`src/rtl/data_bus_router.sv`:
```
// Data-side address router for the CV32E40P: decodes each request to one slave,
// allows one outstanding transaction, answers writes locally and reports unmapped or timed-out accesses.
module data_bus_router #(
  parameter int unsigned NUM_SLAVES = 3,
  // slot i lives at [32*i +: 32]; slot 0 (data memory) is the rightmost word
  parameter logic [NUM_SLAVES*32-1:0] SLAVE_BASE = {32'h0030_0000, 32'h0020_0000, 32'h0010_0000},
  parameter logic [NUM_SLAVES*32-1:0] SLAVE_MASK = {32'hFFFF_0000, 32'hFFFF_0000, 32'hFFFF_E000},
  parameter int unsigned TIMEOUT_CYCLES = 16,
  parameter logic [31:0] ERR_RDATA = 32'hDEAD_BEEF
) (
  input  logic                     clk_i,
  input  logic                     rst_ni,
  input  logic                     m_req_i,
  output logic                     m_gnt_o,
  output logic                     m_rvalid_o,
  input  logic [31:0]              m_addr_i,
  input  logic                     m_we_i,
  input  logic [3:0]               m_be_i,
  input  logic [31:0]              m_wdata_i,
  output logic [31:0]              m_rdata_o,
  output logic [NUM_SLAVES-1:0]    s_req_o,
  input  logic [NUM_SLAVES-1:0]    s_gnt_i,
  input  logic [NUM_SLAVES-1:0]    s_rvalid_i,
  output logic [31:0]              s_addr_o,
  output logic                     s_we_o,
  output logic [3:0]               s_be_o,
  output logic [31:0]              s_wdata_o,
  input  logic [NUM_SLAVES*32-1:0] s_rdata_i,
  output logic                     bus_err_o,
  output logic [31:0]              err_addr_o,
  input  logic                     err_clr_i
);

  localparam int unsigned SW = (NUM_SLAVES > 1) ? $clog2(NUM_SLAVES) : 1;
  localparam int unsigned CW = $clog2(TIMEOUT_CYCLES);
  localparam logic [CW-1:0] CNT_GNT_LAST = CW'(TIMEOUT_CYCLES - 1);
  localparam logic [CW-1:0] CNT_RSP_LAST = CW'(TIMEOUT_CYCLES - 2);

  typedef enum logic [1:0] {
    ST_IDLE       = 2'd0,
    ST_RD_WAIT    = 2'd1,
    ST_LOCAL_RESP = 2'd2
  } state_e;

  state_e          state_q, state_d;
  logic [CW-1:0]   cnt_q, cnt_d;
  logic [SW-1:0]   sel_q, sel_d;
  logic            err_q, err_d;
  logic            bus_err_q, bus_err_d;
  logic [31:0]     err_addr_q, err_addr_d;

  logic [NUM_SLAVES-1:0] hit_vec_s;
  logic                  hit_any_s;
  logic [SW-1:0]         dec_sel_s;
  logic [31:0]           rdata_sel_s;
  logic                  capture_s;
  logic [NUM_SLAVES-1:0] s_req_s;
  logic                  m_gnt_s;
  logic                  m_rvalid_s;
  logic [31:0]           m_rdata_s;

  // Address decode: lowest-index hit wins; read-data mux by latched slot
  always_comb begin
    hit_vec_s   = '0;
    dec_sel_s   = '0;
    rdata_sel_s = 32'h0000_0000;
    for (int i = 0; i < NUM_SLAVES; i++) begin
      hit_vec_s[i] = ((m_addr_i & SLAVE_MASK[32*i +: 32]) == SLAVE_BASE[32*i +: 32]);
    end
    for (int i = NUM_SLAVES - 1; i >= 0; i--) begin
      dec_sel_s = hit_vec_s[i] ? SW'(i) : dec_sel_s;
    end
    for (int i = 0; i < NUM_SLAVES; i++) begin
      rdata_sel_s = (sel_q == SW'(i)) ? s_rdata_i[32*i +: 32] : rdata_sel_s;
    end
    hit_any_s = |hit_vec_s;
  end

  // Next-state, handshake outputs and error capture
  always_comb begin
    state_d    = state_q;
    cnt_d      = cnt_q;
    sel_d      = sel_q;
    err_d      = err_q;
    capture_s  = 1'b0;
    s_req_s    = '0;
    m_gnt_s    = 1'b0;
    m_rvalid_s = 1'b0;
    m_rdata_s  = 32'h0000_0000;
    case (state_q)
      ST_IDLE: begin
        if (m_req_i) begin
          if (!hit_any_s || (cnt_q == CNT_GNT_LAST)) begin
            // unmapped or starved: accept locally and answer with an error
            m_gnt_s   = 1'b1;
            err_d     = 1'b1;
            capture_s = 1'b1;
            cnt_d     = '0;
            state_d   = ST_LOCAL_RESP;
          end else begin
            s_req_s[dec_sel_s] = 1'b1;
            m_gnt_s            = s_gnt_i[dec_sel_s];
            if (s_gnt_i[dec_sel_s]) begin
              sel_d   = dec_sel_s;
              err_d   = 1'b0;
              cnt_d   = '0;
              state_d = m_we_i ? ST_LOCAL_RESP : ST_RD_WAIT;
            end else begin
              cnt_d = cnt_q + CW'(1);
            end
          end
        end else begin
          cnt_d = '0;
        end
      end
      ST_RD_WAIT: begin
        if (s_rvalid_i[sel_q]) begin
          m_rvalid_s = 1'b1;
          m_rdata_s  = rdata_sel_s;
          cnt_d      = '0;
          state_d    = ST_IDLE;
        end else if (cnt_q == CNT_RSP_LAST) begin
          err_d     = 1'b1;
          capture_s = 1'b1;
          cnt_d     = '0;
          state_d   = ST_LOCAL_RESP;
        end else begin
          cnt_d = cnt_q + CW'(1);
        end
      end
      ST_LOCAL_RESP: begin
        m_rvalid_s = 1'b1;
        m_rdata_s  = err_q ? ERR_RDATA : 32'h0000_0000;
        cnt_d      = '0;
        state_d    = ST_IDLE;
      end
      default: begin
        cnt_d   = '0;
        state_d = ST_IDLE;
      end
    endcase

    bus_err_d  = bus_err_q;
    err_addr_d = err_addr_q;
    if (err_clr_i) begin
      bus_err_d  = 1'b0;
      err_addr_d = 32'h0000_0000;
    end else if (capture_s) begin
      bus_err_d  = 1'b1;
      err_addr_d = bus_err_q ? err_addr_q : m_addr_i;
    end else begin
      bus_err_d  = bus_err_q;
      err_addr_d = err_addr_q;
    end
  end

  // State, counter and error registers
  always_ff @(posedge clk_i or negedge rst_ni) begin
    if (!rst_ni) begin
      state_q    <= ST_IDLE;
      cnt_q      <= '0;
      sel_q      <= '0;
      err_q      <= 1'b0;
      bus_err_q  <= 1'b0;
      err_addr_q <= 32'h0000_0000;
    end else begin
      state_q    <= state_d;
      cnt_q      <= cnt_d;
      sel_q      <= sel_d;
      err_q      <= err_d;
      bus_err_q  <= bus_err_d;
      err_addr_q <= err_addr_d;
    end
  end

  // IDLE decode is combinational on core inputs, so force handshakes quiet while in reset
  assign s_req_o    = s_req_s & {NUM_SLAVES{rst_ni}};
  assign m_gnt_o    = m_gnt_s & rst_ni;
  assign m_rvalid_o = m_rvalid_s & rst_ni;
  assign m_rdata_o  = m_rdata_s & {32{rst_ni}};

  assign s_addr_o   = m_addr_i;
  assign s_we_o     = m_we_i;
  assign s_be_o     = m_be_i;
  assign s_wdata_o  = m_wdata_i;
  assign bus_err_o  = bus_err_q;
  assign err_addr_o = err_addr_q;

endmodule

```
`config.mk`:
```
export PLATFORM = sky130hd
export DESIGN_NAME = data_bus_router
export DESIGN_NICKNAME = d
export VERILOG_FILES = /design/src/rtl/data_bus_router.sv
export SDC_FILE = /design/constraint.sdc
export NUM_CORES = 1
export LEC_CHECK = 0
export CORE_AREA = 2 2 123 125
export CTS_CLUSTER_DIAMETER = 150
export CTS_CLUSTER_SIZE = 14
export DETAILED_ROUTE_END_ITERATION = 8
export DIE_AREA = 0 0 125 127
export PLACE_DENSITY = 0.67
export SETUP_SLACK_MARGIN = 0.3
export SLEW_MARGIN = 15
export SYNTH_ARGS = -nofsm -noshare
export SYNTH_HDL_FRONTEND = slang
export SYNTH_SLANG_ARGS = --single-unit
```
`constraint.sdc`:
```
create_clock -name clk_i -period 2.4 [get_ports clk_i]
set_clock_uncertainty 0.05 [all_clocks]
set_input_delay 0.24 -clock clk_i [delete_from_list [all_inputs] [get_ports clk_i]]
set_output_delay 0.24 -clock clk_i [all_outputs]
set_load 0.05 [all_outputs]
```
==> results of run 1 <==
flip-flops by register name (all words and copies together), names as in the netlist:
register and flops:
bus_err_o 1, cnt_q 4, err_addr_o 32, err_q 1, sel_q 2, state_q 2
logic make-up after synthesis:
| family | Yosys count | share of synthesized area [%] |
|---|---|---|
| flops | 42 | 28.3 |
| mux | 71 | 19.3 |
| xor+xnor | 2 | 0.472 |
| compound gates | 70 | 10.6 |
| fa+ha+maj | 5 | 1.68 |
| buf+inv | 102 | 18.0 |
| simple gates | 146 | 21.7 |
final timing paths:
kind	end	slack, ns	from	depth (start not counted)
min	err_addr_o[27]	0.005	rst_ni	2
max reg2reg	state_q[1]	0.30	cnt_q[0]	9
min in group clk_i	err_addr_o[29]	0.29	m_addr_i[29]	4
min reg2reg	cnt_q[0]	0.46	cnt_q[0]	1
max	s_req_o[0]	0.05	m_addr_i[31]	8
max in group asynchronous	sel_q[0]	1.48	rst_ni	2
power by group through the flow:
| stage | Combinational [mW] | Sequential (mW) | Clock [mW] |
|---|---|---|---|
| CTS | 2.57 | 0.862 | 0.783 |
| detailed placement | 2.51 | 0.868 | 0 |
| global route | 2.82 | 0.875 | 0.804 |
| floorplan | 1.26 | 1.15 | 0 |
| global placement | 2.49 | 0.869 | 0 |
| finish | 2.71 | 0.861 | 0.772 |
metrics by stage:
stage | util, % | hold slack (ns) | area, um2
5_1_grt | 50.8 | 0.0245 | 7320
6_report | 50.8 | 0.00532 | 7320
3_3_place_gp | 45.7 | 0.119 | 6590
4_1_cts | 48.9 | 0.00411 | 7060
3_5_place_dp | 45.7 | 0.117 | 6590
2_1_floorplan | - | -0.106 | 3890
timing repair:
item,CTS,global route
gates cloned,1,3
endpoints found under the setup margin,78,77
hold endpoints to repair,7,0
pin swaps,13,6
resized for setup,99,31
hold buffers,1,0
setup buffers,10,4
critical path: stages:
cell     delay (ns)
buf_6          0.09
or4_4          0.54
or4_4          0.57
nor2_4         0.13
nand3_4        0.11
buf_6          0.14
nor2_4         0.09
buf_12         0.14
per-layer routing:
layer | share of wire (%) | wire length [um]
met5 | 0 | 0
met3 | 8.7 | 1400
met4 | 2.1 | 330
met2 | 55 | 8850
met1 | 34 | 5490
area by class of cell:
cell class	instances	area [um2]	area share [%]
clock buffer	6	129	1.76
sequential	42	1050	14.4
inverter	6	22.5	0.308
tap	184	230	3.14
timing repair buffer	301	3360	45.8
clock inverter	2	37.5	0.513
multi-input combinational	294	2490	34.1
synth_stat cells, drive strengths merged:
library cell | count | area (um2)
buf | 74 | 562
a311oi | 1 | 15.0
nor4b | 1 | 8.76
a221o | 1 | 10.0
nand2b | 65 | 407
xnor2 | 1 | 8.76
o21ai | 27 | 139
nand3b | 3 | 22.5
or3b | 1 | 8.76
xor2 | 1 | 8.76
or2 | 1 | 6.26
a2bb2oi | 1 | 8.76
dfrtp | 42 | 1050
and4 | 1 | 8.76
mux2 | 4 | 45.0
ha | 5 | 62.6
or4 | 4 | 41.3
mux2i | 67 | 671
nand3 | 4 | 20.0
o211ai | 2 | 20.0
a21oi | 33 | 169
a31oi | 3 | 18.8
a22oi | 1 | 7.51
nand2 | 5 | 18.8
and2 | 2 | 12.5
inv | 6 | 22.5
nor2b | 2 | 12.5
nor2 | 52 | 203
nand4 | 1 | 6.26
o31ai | 1 | 7.51
nor4 | 2 | 18.8
clkbuf | 22 | 82.6
nor3 | 2 | 10.0
==> flow_summary.toml, run 1 <==
[run_status]
status = "completed"

[setup_path]
end_kind = "output pin"
required_ns = 2.11
path_max_fanout = 3
crit_arrival_ns = 2.06
path_class = "in -> out"
critPathLaunchType = "input pin"

[power_and_ir_drop]
swShare_pct = 42.2
seq_power_share_pct = 19.8
power_leakage_nw = 2.87
power_density_nw_per_um2 = 594
peakVddDrop_mv = 0.328
power_frac_clock_pct = 17.8
p_sw_mw = 1.84
p_int_mw = 2.51
p_total_mw = 4.35
pwr-share-comb_pct = 62.4

[clock_tree]
h-tree-depth = 2
cts_sinks = 42
cts_buffer_depth = 2
root_buffer = "clkbuf_16"
clkLatencyLatePin_ns = 0.28
cts.clk_slew.worst_paths_ns = 0.06
cts_tree = "yes"
cts_buffers = 5

[routing]
ant_nets = 0
wl_um = 16100
first_pass_iters = 4
drc = 0
via_count = 3916
wire_per_inst_um = 19.2
drt_iter0_drc = 97
vias_per_cell = 4.69

[grt]
met2_usage_pct = 37.3
antenna_found_initial = 0
grt_pass1_vias = 4155
use_met3_pct = 5.78
grt_pass1_wl_um = 23500
grt_util_met1_pct = 18.8
grt-busiest-layer = "met2"
grt_overflow = 0
grt_max_degree = 66
grt_use_total_pct = 18.8

[cells_and_area]
final_common_cell = "clkdlybuf4s50_1"
drive_gt1_share_pct = 28.9
antenna_cells = 0
area_growth_pct = 97.2
nNetsFinal = 830
n_fill_cell = 1294
final_cells = 835
final_cell_mix = "clkdlybuf4s50_1 (186), nand2b_1 (65), mux2i_1 (64)"

[die]
io_pins = 314
core-area_um2 = 14400
row_count = 44
start_util_pct = 25.7
dieArea_um2 = 15900
die_h_um = 127
dieWidth_um = 125

[logic_synthesis]
yosysSeqAreaShare_pct = 28.3
netlist_area_um2 = 3710
synth.avg_cell_area_um2 = 8.48
synth_warnings = 0
ys_ff_latch = 42
syn_inst = 438
synth_fp_nets = 618
synth.distinct_cells = 41

[timing]
tightest_slew_ns = 0.546
setup_viol = 0
slew_headroom_pct = 63.5
period_minus_slack_ns = 2.35
fin_ws_ns = 0.0508
hold_viol = 0
fin_crit_sh_pct = 97.9
slew_viol_final = 0
fmax_mhz = 426
tns_ns = 0
rsz0062_at_grt = "true"

[flow_run]
cap_violations = 0

[placement]
port_buffers = 241
placedCellCount = 808
pre_cts_ws_ns = -0.368
routabilityCongestion = 0.854
hpwl_um = 12400

[hold_path]
min_path_type = "in -> async"
Power figures use the tool's default switching activity.
==> run 2: changes to the inputs <==
- CORE_AREA: 2 2 123 125 -> not set
- CORE_ASPECT_RATIO: not set -> 0.5
- CORE_UTILIZATION: not set -> 33
- DIE_AREA: 0 0 125 127 -> not set
- GPL_TIMING_DRIVEN: not set -> 0
- PLACE_DENSITY: 0.67 -> 0.83
==> flow_summary.toml, run 2 (synthesis results as in run 1) <==
[cells_and_area]
fin_area_um2 = 7880
final_common_cell = "clkdlybuf4s50_1"
drive_gt1_share_pct = 32.2
area_growth_pct = 112
nNetsFinal = 939
final_cell_mix = "clkdlybuf4s50_1 (222), buf_4 (93), nand2b_1 (65)"
largest_register_ffs = 32
n_fill_cell = 736
antenna_cells = 0

[routing]
via_count = 4304
vias_per_cell = 4.78
ant_nets = 0
wl_um = 16000
drt_iter0_drc = 158
wire_per_inst_um = 17.7
first_pass_iters = 7
drc = 28

[power_and_ir_drop]
power_leakage_nw = 3.30
p_total_mw = 4.30
peakVddDrop_mv = 0.370
power_density_nw_per_um2 = 546

[timing]
slew_headroom_pct = 46.4
fin_crit_sh_pct = 99.3
hold_viol = 0
setup_viol = 0
period_minus_slack_ns = 2.38
tightest_slew_ns = 0.802
fmax_mhz = 419
slew_viol_final = 0
rsz0062_at_grt = "true"

[die]
start_util_pct = 35.1
row_count = 26
die_h_um = 77.0
dieWidth_um = 152
io_pins = 314
core-area_um2 = 10600
dieArea_um2 = 11700

[setup_path]
path_class = "in -> out"
reg2reg_to = "err_addr_o[29]"
critPathLaunchType = "input pin"
crit_arrival_ns = 2.09
r2r_cells = 7
rrSetupSlack_ns = 0.21
required_ns = 2.11
crit_buf_inv = 2
critPathMaxStageDelay_ns = 0.58
crit_slowest_cell = "or4_4"
end_kind = "output pin"
cp_cell_sequence = "buf_6, or4_4, or4_4, nor2_4, nand3_4, nor3_4, buf_6"
r2r_start = "state_q[1]"
crit_family = "simple AND/OR/NAND/NOR gates"
path_max_fanout = 3

[flow_run]
cap_violations = 0

[placement]
placed_cell_area_um2 = 6840
port_buffers = 276
routabilityCongestion = 0.854
hpwl_um = 11300

[grt]
grt_use_total_pct = 25.5
grt_pass1_vias = 4606
grt_pass1_wl_um = 23800
antenna_found_initial = 0
grt_max_degree = 26
grt_overflow = 0

[run_status]
status = "finished, violations left"
violations = "design-rule violations"

[clock_tree]
cts_sinks = 42
cts_buffer_depth = 2
h-tree-depth = 2
cts.clk_slew.worst_paths_ns = 0.06
root_buffer = "clkbuf_16"
cts_buffers = 5
cts_tree = "yes"
clkLatencyLatePin_ns = 0.28

[hold_path]
holdPathEnd = "err_addr_o[23]"
min_path_type = "in -> reg"
hold_depth = 3
hp-start = "m_addr_i[23]"
-- run 2: cell count changes in the layout (fill, tap and decap cells not counted), moves of 4 or more --
cell / previous run / this run
buf_4: 43 / 93
buf_12: 42 / 2
clkdlybuf4s50_1: 186 / 222
buf_6: 12 / 34
buf_8: 1 / 16
clkbuf_1: 1 / 11
clkbuf_16: 7 / 14
a21oi_1: 24 / 29
clkbuf_4: 0 / 5
a21oi_2: 7 / 3
-- run 2: what timing repair did --
action | 4_1_cts | 5_1_grt
setup buffers | 23 | 5
resized for setup | 391 | 41
pin swaps | 40 | 14
hold buffers | 3 | 0
setup endpoints to repair | 79 | 71
endpoints found under the hold margin | 17 | 0
gates cloned | 3 | 3
-- run 2: how the worst max path moves through the flow --
stage,start,endpoint,slack (ns),cells after the start
2_1_floorplan,sel_q[1],m_rdata_o[29],-0.05,7
3_3_place_gp,rst_ni,m_rdata_o[25],-2.24,5
3_5_place_dp,m_addr_i[23],s_req_o[1],-1.14,7
4_1_cts,m_addr_i[25],s_req_o[2],-0.04,7
5_1_grt,m_addr_i[23],s_req_o[2],-0.008,7
6_report,m_addr_i[23],s_req_o[2],0.02,7
-- run 2: metal layers --
metal  GRT usage, %  part of all wire [%]  up-vias
met5              0                     0        -
met4           8.88                   3.1        0
met3           5.43                   5.8       38
met2           48.4                    53      170
met1           28.4                    39     2047
li1               -                     -     2049
-- run 2: report_power, final --
part	total (mW)	internal, mW	switching (mW)
clock network	0.664	0.386	0.278
logic	2.78	1.17	1.61
registers	0.857	0.798	0.0588
total	4.30	2.36	1.94
-- run 2: metrics by stage --
| step | instances | hold WS [ns] | util (%) | setup slack, ns | TNS (ns) |
|---|---|---|---|---|---|
| 2_1_floorplan | 438 | -0.106 | - | -0.0540 | -0.952 |
| 3_3_place_gp | 854 | 0.419 | 64.6 | -2.24 | -99.16 |
| 6_report | 900 | 0.163 | 74.5 | 0.0157 | 0 |
| 5_1_grt | 900 | 0.161 | 74.5 | -0.00771 | -0.00771 |
| 4_1_cts | 892 | 0.160 | 72.1 | -0.0360 | -0.0360 |
| 3_5_place_dp | 855 | 0.163 | 64.7 | -1.14 | -35.90 |
-- run 2: cell type report --
class                   instances  area (um2)  area share (%)
clock buffers                   6         129            1.64
flip-flops and latches         42        1050            13.3
repair buffers                314        3250            41.3
clock inverters                 2        13.8           0.175
inverters                       6        22.5           0.286
well taps                     140         175            2.22
plain buffers                  96         761            9.65
multi-input cells             294        2480            31.4
-- run 2: worst reg2reg max path: stages (launching register included) --
cell,delay [ns]
dfrtp_1,0.41
inv_1,0.10
ha_1,0.24
and4_1,0.23
o211ai_2,0.17
a21oi_4,0.45
clkbuf_16,0.25
mux2i_1,0.21
==> run 3: changes to the inputs <==
--- a/config.mk
+++ b/config.mk
@@ -7,2 +7,3 @@
 export LEC_CHECK = 0
+export CAP_MARGIN = 20
 export CORE_ASPECT_RATIO = 0.5
--- a/constraint.sdc
+++ b/constraint.sdc
@@ -4,2 +4,2 @@
 set_output_delay 0.24 -clock clk_i [all_outputs]
-set_load 0.05 [all_outputs]
+set_load 0.02 [all_outputs]
==> flow_summary.toml, run 3 (synthesis results as in run 1) <==
[clock_tree]
clkLatencyLatePin_ns = 0.28
cts_buffer_depth = 2
cts_tree = "yes"
cts_buffers = 5
cts_sinks = 42
h-tree-depth = 2
root_buffer = "clkbuf_16"
cts.clk_slew.worst_paths_ns = 0.06

[power_and_ir_drop]
p_int_mw = 2.56
peakVddDrop_mv = 0.335
power_frac_clock_pct = 23.2
swShare_pct = 34.2
seq_power_share_pct = 22.0
p_sw_mw = 1.33
pwr-share-comb_pct = 54.7
power_leakage_nw = 3.36
power_density_nw_per_um2 = 491

[grt]
grt-busiest-layer = "met2"
grt_util_met1_pct = 27.2
met2_usage_pct = 48.0
grt_pass1_wl_um = 23400
grt_use_total_pct = 25.0
grt_max_degree = 25
use_met3_pct = 5.99
antenna_found_initial = 0
grt_pass1_vias = 4549
grt_overflow = 0

[setup_path]
crit_top_cell = "buf_4"
r2r_cells = 8
crit_family = "simple AND/OR/NAND/NOR gates"
reg2reg_to = "state_q[1]"
crit_slowest_cell = "or4_4"
required_ns = 2.53
cp_cell_sequence = "buf_8, or4_4, buf_6, nor4_4, mux2i_2, buf_4, nand3b_1, buf_4, a2bb2oi_1"
crit_buf_inv = 4
crit_arrival_ns = 2.52
critPathMaxStageDelay_ns = 0.55
r2r_start = "sel_q[1]"
end_kind = "register"
critPathLaunchType = "input pin"
rrSetupSlack_ns = 0.22
path_class = "in -> reg"
path_max_fanout = 4

[routing]
vias_per_cell = 4.92
ant_nets = 0
wire_per_inst_um = 18.5
first_pass_iters = 6
wl_um = 16900
drt_iter0_drc = 209
via_count = 4506
drc = 28

[cells_and_area]
fin_area_um2 = 7930
final_cell_mix = "clkdlybuf4s50_1 (222), buf_4 (101), nand2b_1 (65)"
final_common_cell = "clkdlybuf4s50_1"
largest_register_ffs = 32
antenna_cells = 0
final_cells = 916
drive_gt1_share_pct = 33.9
area_growth_pct = 114
nNetsFinal = 955

[placement]
placedCellCount = 855
hpwl_um = 11100
placed_cell_area_um2 = 6710
routabilityCongestion = 0.806
port_buffers = 276

[die]
core-area_um2 = 10600
start_util_pct = 35.1
row_count = 26
die_h_um = 77.0
dieWidth_um = 152
io_pins = 314
dieArea_um2 = 11700

[run_status]
status = "finished, violations left"
violations = "design-rule violations"

[timing]
hold_viol = 0
fmax_mhz = 418
hold_ws_ns = 0.175
slew_viol_final = 0
slew_headroom_pct = 43.7
rsz0062_at_grt = "true"
period_minus_slack_ns = 2.39
fin_crit_sh_pct = 99.7
tightest_slew_ns = 0.842
setup_viol = 0

[hold_path]
hold_depth = 3
holdPathEnd = "err_addr_o[28]"
hp-start = "m_addr_i[28]"
min_path_type = "in -> reg"

[flow_run]
cap_violations = 0
-- run 3: cell count changes in the layout (fill, tap and decap cells not counted), sizes merged --
cell | previous run | this run
clkinv | 2 | 0
clkdlybuf4s15 | 2 | 1
buf | 154 | 178
clkbuf | 33 | 26
bufinv | 0 | 2
-- run 3: layout make-up --
| cell class | instances | area (um2) |
|---|---|---|
| well taps | 140 | 175 |
| clock inverters | 2 | 60.1 |
| clock buffers | 6 | 139 |
| plain buffers | 96 | 758 |
| repair buffers | 330 | 3330 |
| inverters | 6 | 22.5 |
| flip-flops and latches | 42 | 1050 |
| multi-input cells | 294 | 2390 |
| fillers | 696 | 2640 |
-- run 3: stage by stage --
step,TNS [ns],utilization [%],worst slack (ns),total power [mW]
after global routing,-0.115,75.0,-0.0821,4.05
after global placement,-90.95,63.3,-1.97,2.62
final,0,75.0,0.00775,3.89
after floorplan,0,-,0.176,1.75
after detailed placement,-29.87,63.4,-0.936,2.64
after CTS,0,71.1,0.0389,3.73
-- run 3: per-layer routing --
metal / part of all wire, % / routed length (um)
met5: 0 / 0
met4: 3.6 / 612
met3: 6.3 / 1070
met2: 52 / 8880
met1: 38 / 6360
-- run 3: how the worst max path moves through the flow --
| stage | start | to | slack (ns) | depth (start not counted) |
|---|---|---|---|---|
| 2_1_floorplan | m_addr_i[23] | s_req_o[1] | 0.18 | 5 |
| 3_3_place_gp | rst_ni | m_rdata_o[17] | -1.97 | 5 |
| 3_5_place_dp | m_addr_i[23] | s_req_o[1] | -0.94 | 7 |
| 4_1_cts | m_addr_i[27] | s_req_o[2] | 0.04 | 7 |
| 5_1_grt | m_addr_i[29] | err_q | -0.08 | 9 |
| 6_report | m_addr_i[29] | err_q | 0.008 | 9 |
-- run 3: power by group through the flow --
stage	logic, mW	registers [mW]	clock network, mW
2_1_floorplan	0.792	0.961	0
3_3_place_gp	1.76	0.859	0
3_5_place_dp	1.78	0.864	0
4_1_cts	1.97	0.855	0.912
5_1_grt	2.23	0.867	0.950
6_report	2.13	0.857	0.904
-- run 3: repair_timing --
item | in CTS | in global routing
endpoints found under the setup margin | 78 | 76
hold buffers | 3 | 0
pin swaps | 32 | 26
cloned | 3 | 1
setup buffers | 33 | 13
resized for setup | 329 | 87
hold endpoints to repair | 18 | 0
-- run 3: tightest hold or removal path, cell delays in order --
cell and delay, ns:
buf_6 0.10, nand2b_1 0.06, mux2i_1 0.06
